## src/rtl/muldiv4_pkg.sv

```systemverilog
// muldiv4_pkg: state and op encodings plus default operand width shared by the muldiv4 sequencer and step
package muldiv4_pkg;
    localparam int WIDTH_DEF = 4;
    typedef enum logic [1:0] {IDLE = 2'b00, CALC = 2'b01, DONE = 2'b10} state_t;
    typedef enum logic {OP_MUL = 1'b0, OP_DIV = 1'b1} op_t;
endpackage

```

## src/rtl/muldiv4_step.sv

```systemverilog
// muldiv4_step: one shift-add (MUL) or restoring-subtract (DIV, only with MULDIV4_DIV_EN) iteration
module muldiv4_step
    import muldiv4_pkg::*;
#(
    parameter int WIDTH = WIDTH_DEF
) (
`ifdef MULDIV4_DIV_EN
    input  logic               op,
`endif
    input  logic [2*WIDTH-1:0] acc,
    input  logic [WIDTH-1:0]   opnd,
    output logic [2*WIDTH-1:0] acc_nxt
);
    logic [WIDTH:0] sum;
    assign sum = {1'b0, acc[2*WIDTH-1:WIDTH]} + (acc[0] ? {1'b0, opnd} : '0);
`ifdef MULDIV4_DIV_EN
    logic [WIDTH:0]   rem_s;
    logic [WIDTH-1:0] rem_n;
    logic             ge;
    assign rem_s = acc[2*WIDTH-1:WIDTH-1];
    assign ge = rem_s >= {1'b0, opnd};
    assign rem_n = ge ? rem_s[WIDTH-1:0] - opnd : rem_s[WIDTH-1:0];
    assign acc_nxt = op == OP_DIV ? {rem_n, acc[WIDTH-2:0], ge} : {sum, acc[WIDTH-1:1]};
`else
    assign acc_nxt = {sum, acc[WIDTH-1:1]};
`endif
endmodule

```

## src/rtl/muldiv4_sequencer.sv

```systemverilog
// muldiv4_sequencer: start/busy/done iterative MUL/DIV controller; DIV present only with MULDIV4_DIV_EN
module muldiv4_sequencer
    import muldiv4_pkg::*;
#(
    parameter int WIDTH = WIDTH_DEF
) (
    input  logic             clk,
    input  logic             rst_n,
    input  logic             start,
    input  logic             op,
    input  logic [WIDTH-1:0] a,
    input  logic [WIDTH-1:0] b,
    output logic             busy,
    output logic             done,
    output logic [WIDTH-1:0] result_lo,
    output logic [WIDTH-1:0] result_hi,
    output logic             err
);
    localparam int CW = $clog2(WIDTH + 1);
    state_t             state, state_nxt;
    logic [CW-1:0]      count;
    logic [WIDTH-1:0]   opnd;
    logic [2*WIDTH-1:0] acc, acc_nxt;
    logic               accept, fault;
`ifdef MULDIV4_DIV_EN
    logic               op_r;
    assign fault = op == OP_DIV && b == '0;
`else
    assign fault = op == OP_DIV;
`endif
    assign accept = state == IDLE && start;
    assign {result_hi, result_lo} = acc;
    always_ff @(posedge clk or negedge rst_n)
        if (!rst_n) state <= IDLE;
        else        state <= state_nxt;
    always_comb begin
        busy = state != IDLE;
        done = state == DONE;
        state_nxt = accept ? (fault ? DONE : CALC) :
                    state == CALC ? (count == '0 ? DONE : CALC) :
                    state == DONE ? IDLE : state;
    end
    // acc doubles as the result register so results hold until the next accept
    always_ff @(posedge clk or negedge rst_n) begin
        if (!rst_n) begin
            acc   <= '0;
            opnd  <= '0;
            count <= '0;
            err   <= 1'b0;
`ifdef MULDIV4_DIV_EN
            op_r  <= OP_MUL;
`endif
        end else if (accept) begin
            opnd  <= op == OP_MUL ? a : b;
            count <= CW'(WIDTH - 1);
            err   <= fault;
`ifdef MULDIV4_DIV_EN
            op_r  <= op;
            acc   <= fault ? {a, {WIDTH{1'b1}}} : {{WIDTH{1'b0}}, op == OP_MUL ? b : a};
`else
            acc   <= fault ? '0 : {{WIDTH{1'b0}}, b};
`endif
        end else if (state == CALC) begin
            acc   <= acc_nxt;
            count <= count - CW'(1);
        end
    end
    muldiv4_step #(.WIDTH(WIDTH)) u_step (
`ifdef MULDIV4_DIV_EN
        .op      (op_r),
`endif
        .acc     (acc),
        .opnd    (opnd),
        .acc_nxt (acc_nxt)
    );
endmodule
```

## config.mk

```make
export PLATFORM = sky130hd
export DESIGN_NAME = muldiv4_sequencer
export DESIGN_NICKNAME = d
export VERILOG_FILES = /design/src/rtl/muldiv4_pkg.sv /design/src/rtl/muldiv4_step.sv /design/src/rtl/muldiv4_sequencer.sv
export SDC_FILE = /design/constraint.sdc
export NUM_CORES = 1
export LEC_CHECK = 0
export CORE_UTILIZATION = 23
export DETAILED_ROUTE_END_ITERATION = 16
export GPL_TIMING_DRIVEN = 0
export SYNTH_ARGS = -nofsm -noshare
export SYNTH_HDL_FRONTEND = slang
export SYNTH_SLANG_ARGS = --single-unit
```

## constraint.sdc

```tcl
create_clock -name clk -period 1.5 [get_ports clk]
set_input_delay 0.3 -clock clk [delete_from_list [all_inputs] [get_ports clk]]
set_output_delay 0.3 -clock clk [all_outputs]
set_load 0.05 [all_outputs]
```

==> flow_summary_export.csv, run 1 <==
group,metric,value,unit
timing,rsz0062_at_grt,"true",
status,status,"complete, but fails checks",
global_route,grt_usage,10.3,%
yosys,syn_nets,121,
timing,worst_slack,-58.6,ps
pwr,power_leakage,0.633,nW
place,port_buffers,21,
die,io_pins,23,
drt,drc,0,
clock_tree,ctsHtreeMaxLevel,1,
global_route,overflow,0,
timing,finalMaxSlewViolations,0,
pwr,p_per_area,2140,nW/um^2
yosys,synthFlopType,"dfrtp_1",
global_route,grt_start_max_net_pins,19,
yosys,syn_area,1020,sq um
clock_tree,clock-sinks,18,
yosys,synth_async_sr_flop_share,100,%
timing,fmax,642,MHz
worst_setup_path,crit_required,1200,ps
drt,routedWlPerCell,12.5,um
worst_setup_path,startpoint,"state[0]$_DFFE_PN0P_",
hold_path,hold_end,"err$_DFFE_PN0P_",
global_route,grt_pass1_vias,782,
drt,drt_iter0_markers,25,
worst_setup_path,crit_arrival,1260,ps
timing,finalSetupViolCount,2,
worst_setup_path,startpoint_type,"flop",
pwr,power,2.95,mW
drt,vias_per_cell,4.51,
pwr,ir_worst_vdd,626,uV
timing,worst_pin_slew,816,ps
worst_setup_path,worstSetupEndpointType,"primary output",
die,dieArea,4720,sq um
worst_setup_path,path_class,"reg -> out",
global_route,grt_pass1_wl,3510,um
clock_tree,cts_tree,"yes",
drt,drt-total-wl,2230,um
timing,whs,469,ps
yosys,synth-seq-area-share,44.0,%
cells_and_area,fin_cells,179,
clock_tree,hold_buffers,0,
hold_path,hold_path.class,"in -> reg",
worst_setup_path,path_max_fanout,9,
die,die_h,68.7,um
timing,clock_skew,1.79,ps
worst_setup_path,rrSetupSlack,0,ps
clock_tree,cts-root-buf,"clkbuf_8",
clock_tree,cts_max_path_buffers,2,
place,hpwl,1770,um
status,violations,"setup timing",
die,initial_utilization,24.7,%
yosys,synth_edf_count,0,
place,place_congestion,0.822,
timing,final_hold_viol_count,0,
drt,vias,808,
drt,firstDrtPassIters,4,
global_route,antenna_found_initial,0,
worst_setup_path,worstReg2RegEnd,"acc[7]$_DFFE_PN0P_",
cells_and_area,n_antenna_cell,0,
yosys,ys_warn_count,0,
yosys,ys_types,31,
cells_and_area,areaGrowthSynthToFinish,35.1,%
timing,maxSlewHeadroom,45.4,%
yosys,synthCells,102,
flow_run,drv_cap,0,
place,place_inst,173,
hold_path,holdPathStages,3,
worst_setup_path,r2r_start,"acc[0]$_DFFE_PN0P_",
place,dpl_worst_slack,-275,ps
cells_and_area,drive_gt1_share,24.8,%
worst_setup_path,rr_worst_depth,7,
drt,ant_nets,0,
yosys,synth.avg_cell_area,10.0,sq um
clock_tree,cts-buffers-inserted,3,
timing,min_period,1560,ps
clock_tree,insertion_delay,250,ps
hold_path,min_from,"op",
die,coreArea,4140,sq um
timing,finalCritPeriodShare,104,%
clock_tree,clkTransAtPathRegs,70,ps
yosys,synth_seq_cells,18,
cells_and_area,nets,149,
cells_and_area,fin_util,33.4,%
die,fp-row-count,23,
die,fp.dieW,68.7,um
[kinds of logic after synthesis]
kind of cell / synth area share [%]
muxes: 7.82
AOI/OAI and AO/OA: 11.2
buffers and inverters: 7.21
and+or+nand+nor: 17.8
adders and majority gates: 9.29
xor gates and xnor gates: 2.57
DFF: 44.0
[synthesized netlist by cell type, drive strengths merged, types with 2 or more instances]
cell type | n | area, sq um
nand3 | 8 | 45.0
buf | 5 | 43.8
nand2 | 12 | 45.0
nor2 | 3 | 11.3
a31oi | 2 | 12.5
nor2b | 2 | 12.5
o21ai | 12 | 67.6
inv | 7 | 26.3
ha | 6 | 75.1
mux2i | 8 | 80.1
and2 | 3 | 18.8
dfrtp | 18 | 450
xor2 | 2 | 17.5
[area by class of cell]
cell class | instances | area [sq um]
Fill cell | 440 | 2760
Tap cell | 50 | 62.6
Timing Repair Buffer | 23 | 199
Sequential cell | 18 | 454
Multi-Input combinational cell | 71 | 538
Inverter | 7 | 26.3
Clock buffer | 4 | 55.1
Buffer | 6 | 47.5
[worst max-delay path, stage by stage (launching register included)]
cell,delay (ps)
dfrtp_1,380
buf_6,130
or2_2,280
buf_2,210
[sequential cells by signal, summed over array words and instances (netlist names)]
signal	cells
acc	8
opnd	4
count	3
state	2
err	1
[layout by cell type (no fill, tap or decap), types with 4 or more instances in the layout]
cell,instances
dfrtp_1,15
nand2_1,12
clkdlybuf4s50_1,10
mux2i_1,8
nand3_1,7
inv_1,6
o21ai_1,5
o21ai_0,5
ha_1,4
clkbuf_8,4
clkdlybuf4s15_1,4
[where the power goes]
group	switching, mW	total, mW	internal, mW
clock network	0.171	0.405	0.233
registers	0.164	0.884	0.720
logic	1.02	1.66	0.644
total	1.36	2.95	1.60
[worst max path at each step]
stage                                     to  slack (ps)  depth (start not counted)
final                                   busy         -60                          3
after global routing                    busy        -100                          3
after detailed placement                busy        -270                          3
after global placement                  busy        -270                          3
after CTS                               busy        -190                          3
after floorplan           acc[7]$_DFFE_PN0P_        -120                          7
[metal layers]
layer / wire length (um) / vias up / global-route usage [%]
li1: - / 400 / -
met1: 946 / 385 / 12.2
met2: 1130 / 19 / 18.4
met3: 135 / 4 / 2.80
met4: 21 / 0 / 2.30
met5: 0 / - / 0
[repair_timing]
action | 4_1_cts | 5_1_grt
endpoints found under the setup margin | 15 | 13
pin swaps | 1 | 1
setup buffers | 2 | 0
gates resized for setup | 23 | 19
[per-stage QoR]
step	cell area [sq um]	setup TNS, ps
finish	1380	-62.7
global placement	1300	-2360
detailed placement	1300	-2740
floorplan	1030	-299
global route	1380	-193
CTS	1360	-278
Note: power is estimated with default switching activity, not from simulation.
==> inputs of run 2 (changes only) <==
--- a/config.mk
+++ b/config.mk
@@ -5,9 +5,14 @@
 export SDC_FILE = /design/constraint.sdc
 export NUM_CORES = 1
 export LEC_CHECK = 0
+export CELL_PAD_IN_SITES_DETAIL_PLACEMENT = 1
+export CELL_PAD_IN_SITES_GLOBAL_PLACEMENT = 1
 export CORE_UTILIZATION = 23
+export CTS_CLUSTER_DIAMETER = 100
 export DETAILED_ROUTE_END_ITERATION = 16
 export GPL_TIMING_DRIVEN = 0
+export HOLD_SLACK_MARGIN = 0.12
+export PLACE_DENSITY_LB_ADDON = 0.1
 export SYNTH_ARGS = -nofsm -noshare
 export SYNTH_HDL_FRONTEND = slang
 export SYNTH_SLANG_ARGS = --single-unit
==> run 2 against run 1 <==
Net effect: the run still ends with setup timing left; total power rose by 5.2%; critical path depth grew 4; worst setup slack about the same; combinational power is 7% higher; first-iteration DRC count down 32%.
==> flow_summary_export.csv, run 2 (synthesis results as in run 1) <==
group,metric,value,unit
status,status,"complete, but fails checks",
status,violations,"setup timing",
drt,ant_nets,0,
cells_and_area,largest_reg_flops,8,
clock_tree,ctsHtreeMaxLevel,1,
die,initial_utilization,24.7,%
worst_setup_path,startpoint,"acc[0]$_DFFE_PN0P_",
cells_and_area,nFillCells,495,
place,post_dp_cell_area,1300,sq um
timing,finalCritPeriodShare,104,%
worst_setup_path,startpoint_type,"flop",
worst_setup_path,rrSetupSlack,-60,ps
cells_and_area,n_antenna_cell,0,
die,dieArea,4720,sq um
cells_and_area,nets,151,
global_route,antenna_found_initial,0,
timing,fmax,642,MHz
worst_setup_path,path_class,"reg -> reg",
clock_tree,cts-buffers-inserted,3,
place,hpwl,1830,um
flow_run,drv_cap,0,
die,io_pins,23,
die,coreArea,4140,sq um
die,fp-row-count,23,
global_route,grt_pass1_wl,4250,um
worst_setup_path,crit_required,1660,ps
pwr,power,3.11,mW
drt,drt-total-wl,2680,um
drt,firstDrtPassIters,4,
clock_tree,insertion_delay,260,ps
global_route,grt_start_max_net_pins,19,
cells_and_area,final_common_cell,"dfrtp_1",
timing,finalSetupViolCount,2,
timing,worst_slack,-58.6,ps
clock_tree,clock-sinks,18,
clock_tree,clkTransAtPathRegs,70,ps
hold_path,hold_path.class,"in -> reg",
worst_setup_path,path_max_fanout,4,
cells_and_area,fin_cells,181,
timing,min_period,1560,ps
drt,drc,0,
place,place_congestion,0.705,
cells_and_area,layout_common_cells,"dfrtp_1, nand2_1, clkdlybuf4s50_1",
die,fp.dieW,68.7,um
clock_tree,cts_tree,"yes",
drt,vias_per_cell,4.56,
global_route,grt_usage,12.9,%
place,place_inst,173,
global_route,overflow,0,
global_route,grt_pass1_vias,877,
timing,rsz0062_at_grt,"true",
place,port_buffers,21,
timing,maxSlewHeadroom,39.7,%
cells_and_area,finish.instance_area,1440,sq um
worst_setup_path,worstReg2RegEnd,"acc[7]$_DFFE_PN0P_",
cells_and_area,fin_util,34.7,%
pwr,ir_worst_vdd,1050,uV
drt,vias,825,
pwr,p_per_area,2160,nW/um^2
cells_and_area,largest-register,"acc",
die,die_h,68.7,um
timing,finalMaxSlewViolations,0,
worst_setup_path,worstSetupEndpointType,"flop",
cells_and_area,drive_gt1_share,32.8,%
worst_setup_path,crit_path_end,"acc[7]$_DFFE_PN0P_",
drt,drt_iter0_markers,17,
drt,routedWlPerCell,14.8,um
timing,clock_skew,1.71,ps
pwr,power_leakage,0.653,nW
cells_and_area,areaGrowthSynthToFinish,40.5,%
worst_setup_path,crit_arrival,1720,ps
clock_tree,cts-root-buf,"clkbuf_8",
timing,final_hold_viol_count,0,
clock_tree,cts_max_path_buffers,2,
cells_and_area,largestRegisters,"acc (8), opnd (4), count (3)",
timing,worst_pin_slew,901,ps
worst_setup_path,rr_worst_depth,7,
worst_setup_path,r2r_start,"acc[0]$_DFFE_PN0P_",
clock_tree,hold_buffers,0,
## run 2: area by class of cell
type                       count  area, sq um  area share, %
multi-input combinational     71          581           40.4
sequential                    18          453           31.5
timing repair buffer          25          213           14.8
tap                           50         62.6           4.35
clock buffer                   4         55.1           3.83
buffer                         6         47.5           3.31
inverter                       7         26.3           1.83
## run 2: per-layer routing
metal | track usage [%] | up-vias | share of wire [%]
met1 | 16.2 | 401 | 47
met3 | 3.95 | 2 | 4.3
met4 | 3.83 | 0 | 0.86
met2 | 21.3 | 18 | 48
met5 | 0 | - | 0
li1 | - | 404 | -
## run 2: repair_timing
item / in CTS / in global routing
pin swaps: 3 / 5
buffers inserted: 2 / 2
resized for setup: 31 / 26
endpoints found under the setup margin: 15 / 15
## run 2: worst min-delay path by stage
stage	depth (start not counted)	from	slack, ps	end
after floorplan	0	rst_n	4	acc[0]$_DFFE_PN0P_
after global placement	2	opnd[0]$_DFFE_PN0P_	460	opnd[0]$_DFFE_PN0P_
after detailed placement	2	opnd[0]$_DFFE_PN0P_	470	opnd[0]$_DFFE_PN0P_
after CTS	3	op	470	err$_DFFE_PN0P_
after global routing	2	err$_DFFE_PN0P_	520	err$_DFFE_PN0P_
final	3	op	460	err$_DFFE_PN0P_
## run 2: stage by stage
| step | setup TNS [ps] | setup WS, ps | hold slack [ps] |
|---|---|---|---|
| 2_1_floorplan | -299 | -124 | 4.41 |
| 3_3_place_gp | -3020 | -266 | 458 |
| 3_5_place_dp | -3480 | -276 | 468 |
| 4_1_cts | -265 | -203 | 472 |
| 5_1_grt | -278 | -108 | 516 |
| 6_report | -86.2 | -58.6 | 460 |
## run 2: report_power, final
| group | internal, mW | switching, mW | total, mW |
|---|---|---|---|
| clock network | 0.233 | 0.178 | 0.412 |
| logic | 0.714 | 1.07 | 1.78 |
| registers | 0.717 | 0.195 | 0.912 |
## run 2: worst max-delay path: stages (launching register included)
cell and delay, ps:
dfrtp_2 400, and2_4 150, ha_4 130, inv_2 40
fa_2 340, nor2b_1 130, o21ai_1 80, a22oi_1 200
